## src/rtl/joy_pkg.sv

```systemverilog
// Shared types and constants for the joystick conditioner: repeat states,
// button bit indices and the opposing-direction (SOCD) pair list.
package joy_pkg;

  typedef enum logic [1:0] {
    ST_IDLE   = 2'd0,
    ST_DELAY  = 2'd1,
    ST_REPEAT = 2'd2,
    ST_HOLD   = 2'd3
  } rpt_state_e;

  localparam int BTN_RIGHT = 0;
  localparam int BTN_LEFT  = 1;
  localparam int BTN_DOWN  = 2;
  localparam int BTN_UP    = 3;

  // Pair k is made of entries 2k and 2k+1.
  localparam int SOCD_NUM_PAIRS = 2;
  localparam logic [2*SOCD_NUM_PAIRS-1:0][7:0] SOCD_PAIRS = {
    8'(BTN_UP), 8'(BTN_DOWN), 8'(BTN_LEFT), 8'(BTN_RIGHT)
  };

  // Opposing bit for idx, or -1 when idx belongs to no pair.
  function automatic int socd_partner(input int idx);
    int p;
    p = -1;
    for (int k = 0; k < SOCD_NUM_PAIRS; k++) begin
      if (idx == int'(SOCD_PAIRS[2*k])) begin
        p = int'(SOCD_PAIRS[2*k+1]);
      end else if (idx == int'(SOCD_PAIRS[2*k+1])) begin
        p = int'(SOCD_PAIRS[2*k]);
      end else begin
        p = p;
      end
    end
    return p;
  endfunction

endpackage

```

## src/rtl/joy_btn_channel.sv

```systemverilog
// One button channel: tick-sampled debounce, press/release events and the
// autorepeat FSM (built only when JOY_AUTOREPEAT_EN is defined).
module joy_btn_channel
  import joy_pkg::*;
#(
  parameter int DEBOUNCE_TICKS      = 5,
  parameter int REPEAT_DELAY_TICKS  = 400,
  parameter int REPEAT_PERIOD_TICKS = 80,
  parameter bit REPEAT_ON           = 1'b0
) (
  input  logic clk,
  input  logic reset_n,
  input  logic tick,
  input  logic sync_bit,
  input  logic repeat_en,
  input  logic lock,
  output logic held_next,
  output logic held,
  output logic press,
  output logic released
);

  localparam int DEB_W = $clog2(DEBOUNCE_TICKS + 1);

  logic [DEB_W-1:0] deb_cnt_r;
  logic             held_r;
  logic             press_r;
  logic             released_r;
  logic             diff_s;
  logic             toggle_s;
  logic             rise_s;
  logic             fall_s;
  logic             rpt_pulse_s;

  assign diff_s    = sync_bit != held_r;
  assign toggle_s  = tick && diff_s && (deb_cnt_r == DEB_W'(DEBOUNCE_TICKS - 1));
  assign held_next = held_r ^ toggle_s;
  assign rise_s    = toggle_s & ~held_r;
  assign fall_s    = toggle_s & held_r;

  // Debounce counter: counts consecutive disagreeing ticks.
  always_ff @(posedge clk or negedge reset_n) begin
    if (!reset_n) begin
      deb_cnt_r <= '0;
    end else if (tick) begin
      if (diff_s && !toggle_s) begin
        deb_cnt_r <= deb_cnt_r + DEB_W'(1);
      end else begin
        deb_cnt_r <= '0;
      end
    end else begin
      deb_cnt_r <= deb_cnt_r;
    end
  end

  // Registered level and one-cycle events; SOCD lock only gates presses.
  always_ff @(posedge clk or negedge reset_n) begin
    if (!reset_n) begin
      held_r     <= 1'b0;
      press_r    <= 1'b0;
      released_r <= 1'b0;
    end else begin
      held_r     <= held_next;
      press_r    <= (rise_s & ~lock) | rpt_pulse_s;
      released_r <= fall_s;
    end
  end

`ifdef JOY_AUTOREPEAT_EN
  localparam int RPT_MAX = (REPEAT_DELAY_TICKS > REPEAT_PERIOD_TICKS) ?
                           REPEAT_DELAY_TICKS : REPEAT_PERIOD_TICKS;
  localparam int RPT_W   = $clog2(RPT_MAX + 1);

  rpt_state_e       state_r, state_s;
  logic [RPT_W-1:0] cnt_r, cnt_s;

  // Repeat state and countdown registers.
  always_ff @(posedge clk or negedge reset_n) begin
    if (!reset_n) begin
      state_r <= ST_IDLE;
      cnt_r   <= '0;
    end else begin
      state_r <= state_s;
      cnt_r   <= cnt_s;
    end
  end

  // Release wins over everything; lock or a dropped enable parks in HOLD.
  always_comb begin
    state_s     = state_r;
    cnt_s       = cnt_r;
    rpt_pulse_s = 1'b0;
    if (fall_s || !REPEAT_ON) begin
      state_s = ST_IDLE;
    end else begin
      case (state_r)
        ST_IDLE: begin
          if (rise_s) begin
            if (lock || !repeat_en) begin
              state_s = ST_HOLD;
            end else begin
              state_s = ST_DELAY;
              cnt_s   = RPT_W'(REPEAT_DELAY_TICKS);
            end
          end else begin
            state_s = ST_IDLE;
          end
        end
        ST_DELAY, ST_REPEAT: begin
          if (lock || !repeat_en) begin
            state_s = ST_HOLD;
          end else if (tick) begin
            if (cnt_r == RPT_W'(1)) begin
              rpt_pulse_s = 1'b1;
              cnt_s       = RPT_W'(REPEAT_PERIOD_TICKS);
              state_s     = ST_REPEAT;
            end else begin
              cnt_s = cnt_r - RPT_W'(1);
            end
          end else begin
            state_s = state_r;
          end
        end
        ST_HOLD: state_s = ST_HOLD;
        default: state_s = ST_IDLE;
      endcase
    end
  end
`else
  logic unused_s;
  assign unused_s    = repeat_en ^ REPEAT_ON ^ (REPEAT_DELAY_TICKS > REPEAT_PERIOD_TICKS);
  assign rpt_pulse_s = 1'b0;
`endif

  assign held     = held_r;
  assign press    = press_r;
  assign released = released_r;

endmodule

```

## src/rtl/joy_autorepeat.sv

```systemverilog
// Joystick conditioner top: 2-FF synchronisers, tick divider, SOCD lockout and
// one joy_btn_channel per bit. Autorepeat is built under JOY_AUTOREPEAT_EN.
module joy_autorepeat
  import joy_pkg::*;
#(
  parameter int                 NUM_BTN             = 16,
  parameter int                 TICK_DIV            = 50000,
  parameter int                 DEBOUNCE_TICKS      = 5,
  parameter int                 REPEAT_DELAY_TICKS  = 400,
  parameter int                 REPEAT_PERIOD_TICKS = 80,
  parameter logic [NUM_BTN-1:0] REPEAT_MASK         = 16'h000F
) (
  input  logic               clk,
  input  logic               reset_n,
  input  logic [NUM_BTN-1:0] joy_raw,
  input  logic               repeat_en,
  output logic [NUM_BTN-1:0] held,
  output logic [NUM_BTN-1:0] press,
  // "release" is a reserved word, hence the event name.
  output logic [NUM_BTN-1:0] released
);

  localparam int DIV_W = (TICK_DIV > 1) ? $clog2(TICK_DIV) : 1;

  logic [DIV_W-1:0]   div_cnt_r;
  logic               tick_s;
  logic [NUM_BTN-1:0] sync1_r;
  logic [NUM_BTN-1:0] sync2_r;
  logic [NUM_BTN-1:0] held_next_s;
  logic [NUM_BTN-1:0] lock_s;

  assign tick_s = div_cnt_r == DIV_W'(TICK_DIV - 1);

  // Free-running tick divider.
  always_ff @(posedge clk or negedge reset_n) begin
    if (!reset_n) begin
      div_cnt_r <= '0;
    end else if (tick_s) begin
      div_cnt_r <= '0;
    end else begin
      div_cnt_r <= div_cnt_r + DIV_W'(1);
    end
  end

  // Two-stage synchroniser for the asynchronous button levels.
  always_ff @(posedge clk or negedge reset_n) begin
    if (!reset_n) begin
      sync1_r <= '0;
      sync2_r <= '0;
    end else begin
      sync1_r <= joy_raw;
      sync2_r <= sync1_r;
    end
  end

  for (genvar i = 0; i < NUM_BTN; i++) begin : g_btn
    localparam int PARTNER = socd_partner(i);

    // Lock uses next-cycle levels so a simultaneous press is caught too.
    if (PARTNER >= 0 && PARTNER < NUM_BTN) begin : g_socd
      assign lock_s[i] = held_next_s[i] & held_next_s[PARTNER];
    end else begin : g_free
      assign lock_s[i] = 1'b0;
    end

    joy_btn_channel #(
      .DEBOUNCE_TICKS      (DEBOUNCE_TICKS),
      .REPEAT_DELAY_TICKS  (REPEAT_DELAY_TICKS),
      .REPEAT_PERIOD_TICKS (REPEAT_PERIOD_TICKS),
      .REPEAT_ON           (REPEAT_MASK[i])
    ) u_ch (
      .clk       (clk),
      .reset_n   (reset_n),
      .tick      (tick_s),
      .sync_bit  (sync2_r[i]),
      .repeat_en (repeat_en),
      .lock      (lock_s[i]),
      .held_next (held_next_s[i]),
      .held      (held[i]),
      .press     (press[i]),
      .released  (released[i])
    );
  end

endmodule

```

## config.mk

```make
export PLATFORM = sky130hd
export DESIGN_NAME = joy_autorepeat
export DESIGN_NICKNAME = d
export VERILOG_FILES = /design/src/rtl/joy_pkg.sv /design/src/rtl/joy_btn_channel.sv /design/src/rtl/joy_autorepeat.sv
export SDC_FILE = /design/constraint.sdc
export NUM_CORES = 1
export LEC_CHECK = 0
export ABC_AREA = 0
export BUFFER_PORTS_ARGS = -buffer_cell sky130_fd_sc_hd__buf_4
export CAP_MARGIN = 40
export CELL_PAD_IN_SITES_DETAIL_PLACEMENT = 2
export CELL_PAD_IN_SITES_GLOBAL_PLACEMENT = 2
export CORE_MARGIN = 8
export CORE_UTILIZATION = 39
export DETAILED_ROUTE_END_ITERATION = 6
export HOLD_SLACK_MARGIN = 0.12
export PLACE_DENSITY = 0.87
export SLEW_MARGIN = 0
export SYNTH_ARGS = -nofsm -noshare
export SYNTH_HDL_FRONTEND = slang
export SYNTH_SLANG_ARGS = --single-unit
```

## constraint.sdc

```tcl
create_clock -name clk -period 2.4 [get_ports clk]
set_input_delay 0.36 -clock clk [delete_from_list [all_inputs] [get_ports clk]]
set_output_delay 0.36 -clock clk [all_outputs]
set_load 0.01 [all_outputs]
```

==> impl_metrics.tcl <==
set metrics [dict create \
    n_fill_cell 1620 \
    path_cells "ha_2, nand3_1, nand4b_2, buf_4, nor3_2, ha_1, o21a_1" \
    cts_setup_buffers 0 \
    rows 47 \
    p_total_mw 5.317 \
    arrival_ps 2590 \
    drt_first_iter_violations 151 \
    fin_util 0.4715 \
    p_per_area_mw_per_mm2 682.4 \
    synthDistinctLibCells 30 \
    clockPowerShare 0.509 \
    die-area_mm2 0.02131 \
    timing.rr.start "div_cnt_r[0]" \
    maxSlewHeadroom 0.5989 \
    cts_root_buffer "clkbuf_16" \
    max_clock_freq_ghz 0.4393 \
    worstSetupPathType "register to register" \
    drc_errors 0 \
    ys.warnings.count 0 \
    pwr-share-seq 0.465 \
    p_switching_mw 1.159 \
    final_area_mm2 0.007791 \
    vias 4488 \
    cts_tree "done" \
    min_path_type "register to register" \
    drive_gt1_frac 0.1777 \
    worst_pin_slew_ps 596.1 \
    cap_violations 0 \
    cts-htree-levels 4 \
    r2r-end "g_btn[1].u_ch.press" \
    area_delta_synth_final_pct 18.27 \
    slowest_stage "dfrtp_1" \
    reg2reg_slack_ps 120 \
    worstHoldEndpoint "sync2_r[14]" \
    path_clk_slew_ps 70 \
    routed_via_density 5.176 \
    portBuffers 65 \
    clock_skew_ps 14.21 \
    chipWidth_um 146.0 \
    initial_utilization 0.3987 \
    cts_buffers 17 \
    path_max_fanout 12 \
    critPathBufInv 1 \
    clockBufferDepth 2 \
    clock_latency_ps 440 \
    hpwlAfterDp_um 10790 \
    grt_usage 0.1803 \
    status "finished clean" \
    cp.required_ps 2710 \
    crit_cells 7 \
    antenna_cells 0 \
    clkSinkCount 144 \
    yosysTopAreaCellShare 0.5470 \
    min_from "sync1_r[14]" \
    finalSetupViolations 0 \
    cp-start-kind "register" \
    swShare 0.2181 \
    ant_nets 0 \
    endpoint_kind "register" \
    antenna_found_initial 0 \
    ir_drop_v 0.0005204 \
    p_int_mw 4.157 \
    die_y_um 146.0 \
    fin_crit_sh 0.9484 \
    hold_viol 0 \
    syn_inst 583 \
    combPwrFrac 0.026 \
    dpl_cell_area_mm2 0.007002 \
    power_leakage_nw 3.891 \
    grt_max_degree 63 \
    crit_family "simple AND/OR/NAND/NOR gates" \
    r2r_cells 7 \
    grt_pass1_wl_um 30220 \
    syn_nets 667 \
    synth.avg_cell_area_um2 11.30 \
    yosysSeqAreaShare 0.5470 \
    synth_area_mm2 0.006588 \
    fin_crit_ps 2276 \
    ys_seq_elements 144 \
    routabilityCongestion 0.7561 \
    dr.pass1.iters 4 \
    wl_per_cell_um 21.45 \
    grt_pass1_vias 5461 \
    routed_wl_um 18600 \
    boundaryPins 67 \
    synth.largest_area_cell "dfrtp_1" \
    nNetsFinal 719 \
    gr-total-overflow 0 \
    min_path_cells 0 \
    cpPeakStageDelay_ps 420 \
    synth_area_leaders "dfrtp_1 55%, ha_1 12%, buf_4 5.6%, o21ai_0 4.2%, inv_1 3.9%" \
    core_area_mm2 0.01652 \
    slew_viol_final 0 \
]
==> how the worst max path moves through the flow <==
stage,end,startpoint
2_1_floorplan,g_btn[2].u_ch.press,div_cnt_r[0]
3_3_place_gp,g_btn[1].u_ch.press,div_cnt_r[0]
3_5_place_dp,g_btn[1].u_ch.press,div_cnt_r[0]
4_1_cts,g_btn[1].u_ch.press,div_cnt_r[0]
5_1_grt,g_btn[6].u_ch.held,div_cnt_r[0]
6_report,g_btn[1].u_ch.press,div_cnt_r[0]
==> cells in the mapped netlist <==
cell type / number
a21oi_1: 2
and3_1: 2
o21ai_1: 8
buf_2: 5
buf_6: 3
o21a_1: 4
xnor2_1: 23
buf_8: 1
and2_1: 1
buf_4: 49
mux2i_1: 1
o31ai_1: 1
ha_1: 65
nand2_1: 24
inv_1: 68
nor4_4: 1
dfrtp_1: 144
and4bb_1: 1
and4b_1: 2
nand4_1: 33
nand3_1: 20
nor2_1: 9
o41ai_1: 1
xor2_1: 20
nor3_1: 33
o21ai_0: 55
or3_1: 1
clkbuf_1: 2
nor4_1: 3
nand4b_2: 1
==> state kept, by name (all words and copies together), names as in the netlist <==
| register | flops |
|---|---|
| sync2_r | 16 |
| g_btn.u_ch.deb_cnt_r | 48 |
| g_btn.u_ch.held | 16 |
| div_cnt_r | 16 |
| sync1_r | 16 |
| g_btn.u_ch.press | 16 |
| g_btn.u_ch.released | 16 |
==> what timing repair did <==
action                                  CTS  global route
endpoints found under the setup margin    1             6
hold buffers                             17             0
resized for setup                         1             6
endpoints found under the hold margin    65             0
==> metrics by stage <==
stage / TNS, ps / cells / hold slack (ps) / setup slack (ps)
final: 0 / 867 / 346.9 / 123.8
after floorplan: 0 / 583 / 64.41 / 369.0
after global routing: -3.431 / 867 / 353.4 / -3.431
after global placement: 0 / 819 / 334.1 / 292.5
after detailed placement: 0 / 819 / 337.8 / 136.7
after CTS: 0 / 867 / 349.4 / 45.32
==> layout by cell type (no fill, tap or decap), types with 2 or more instances in the layout <==
master | synthesis | layout
nand2_1 | 24 | 24
xnor2_1 | 23 | 23
clkinv_4 | 0 | 2
buf_4 | 49 | 74
nor4_1 | 3 | 3
clkbuf_1 | 2 | 2
nand3_1 | 20 | 20
o21a_1 | 4 | 4
clkinv_2 | 0 | 5
a21oi_1 | 2 | 2
o21ai_0 | 55 | 55
xor2_1 | 20 | 20
nor2_1 | 9 | 9
and3_1 | 2 | 2
ha_1 | 65 | 64
bufinv_16 | 0 | 3
inv_1 | 68 | 68
o21ai_1 | 8 | 8
dlygate4sd3_1 | 0 | 17
nor3_1 | 33 | 27
nor3_2 | 0 | 6
dfrtp_1 | 144 | 144
clkbuf_16 | 0 | 17
nand4_1 | 33 | 33
==> power by group through the flow <==
stage / combinational, mW / clock [mW] / sequential, mW
after global routing: 0.154 / 2.82 / 2.48
after floorplan: 0.0273 / 0 / 2.51
final: 0.138 / 2.70 / 2.47
after global placement: 0.107 / 0 / 2.51
after CTS: 0.142 / 2.75 / 2.47
after detailed placement: 0.116 / 0 / 2.52
==> layer usage <==
| layer | vias to the layer above | track usage | part of all wire |
|---|---|---|---|
| li1 | 1999 | - | - |
| met1 | 2340 | 0.1867 | 0.38 |
| met2 | 98 | 0.3305 | 0.55 |
| met3 | 51 | 0.04820 | 0.038 |
| met4 | 0 | 0.08798 | 0.032 |
| met5 | - | 0 | 0 |
==> layout make-up <==
| class | count | area (um2) | share of cell area |
|---|---|---|---|
| Clock buffer | 20 | 446.7 | 0.05733 |
| Sequential cell | 144 | 3603 | 0.4625 |
| Clock inverter | 11 | 140.1 | 0.01799 |
| Inverter | 68 | 255.2 | 0.03276 |
| Tap cell | 220 | 275.3 | 0.03533 |
| Multi-Input combinational cell | 311 | 2313 | 0.2969 |
| Timing Repair Buffer | 93 | 757.0 | 0.09716 |
==> cell families after synthesis <==
family / count (synthesis) / share of synthesized area
muxes: 1 / 0.001520
adders and majority gates: 65 / 0.1235
xor gates and xnor gates: 43 / 0.05717
AOI/OAI and AO/OA: 71 / 0.05641
DFF: 144 / 0.5470
buffers and inverters: 128 / 0.1069
and+or+nand+nor: 131 / 0.1075
==> worst reg2reg max path, stage by stage (launching register included) <==
cell      delay [ps]
dfrtp_1          420
ha_2             260
nand3_1          170
nand4b_2         290
buf_4            240
nor3_2           240
ha_1             300
o21a_1           230
Note: power is estimated with default switching activity, not from simulation.
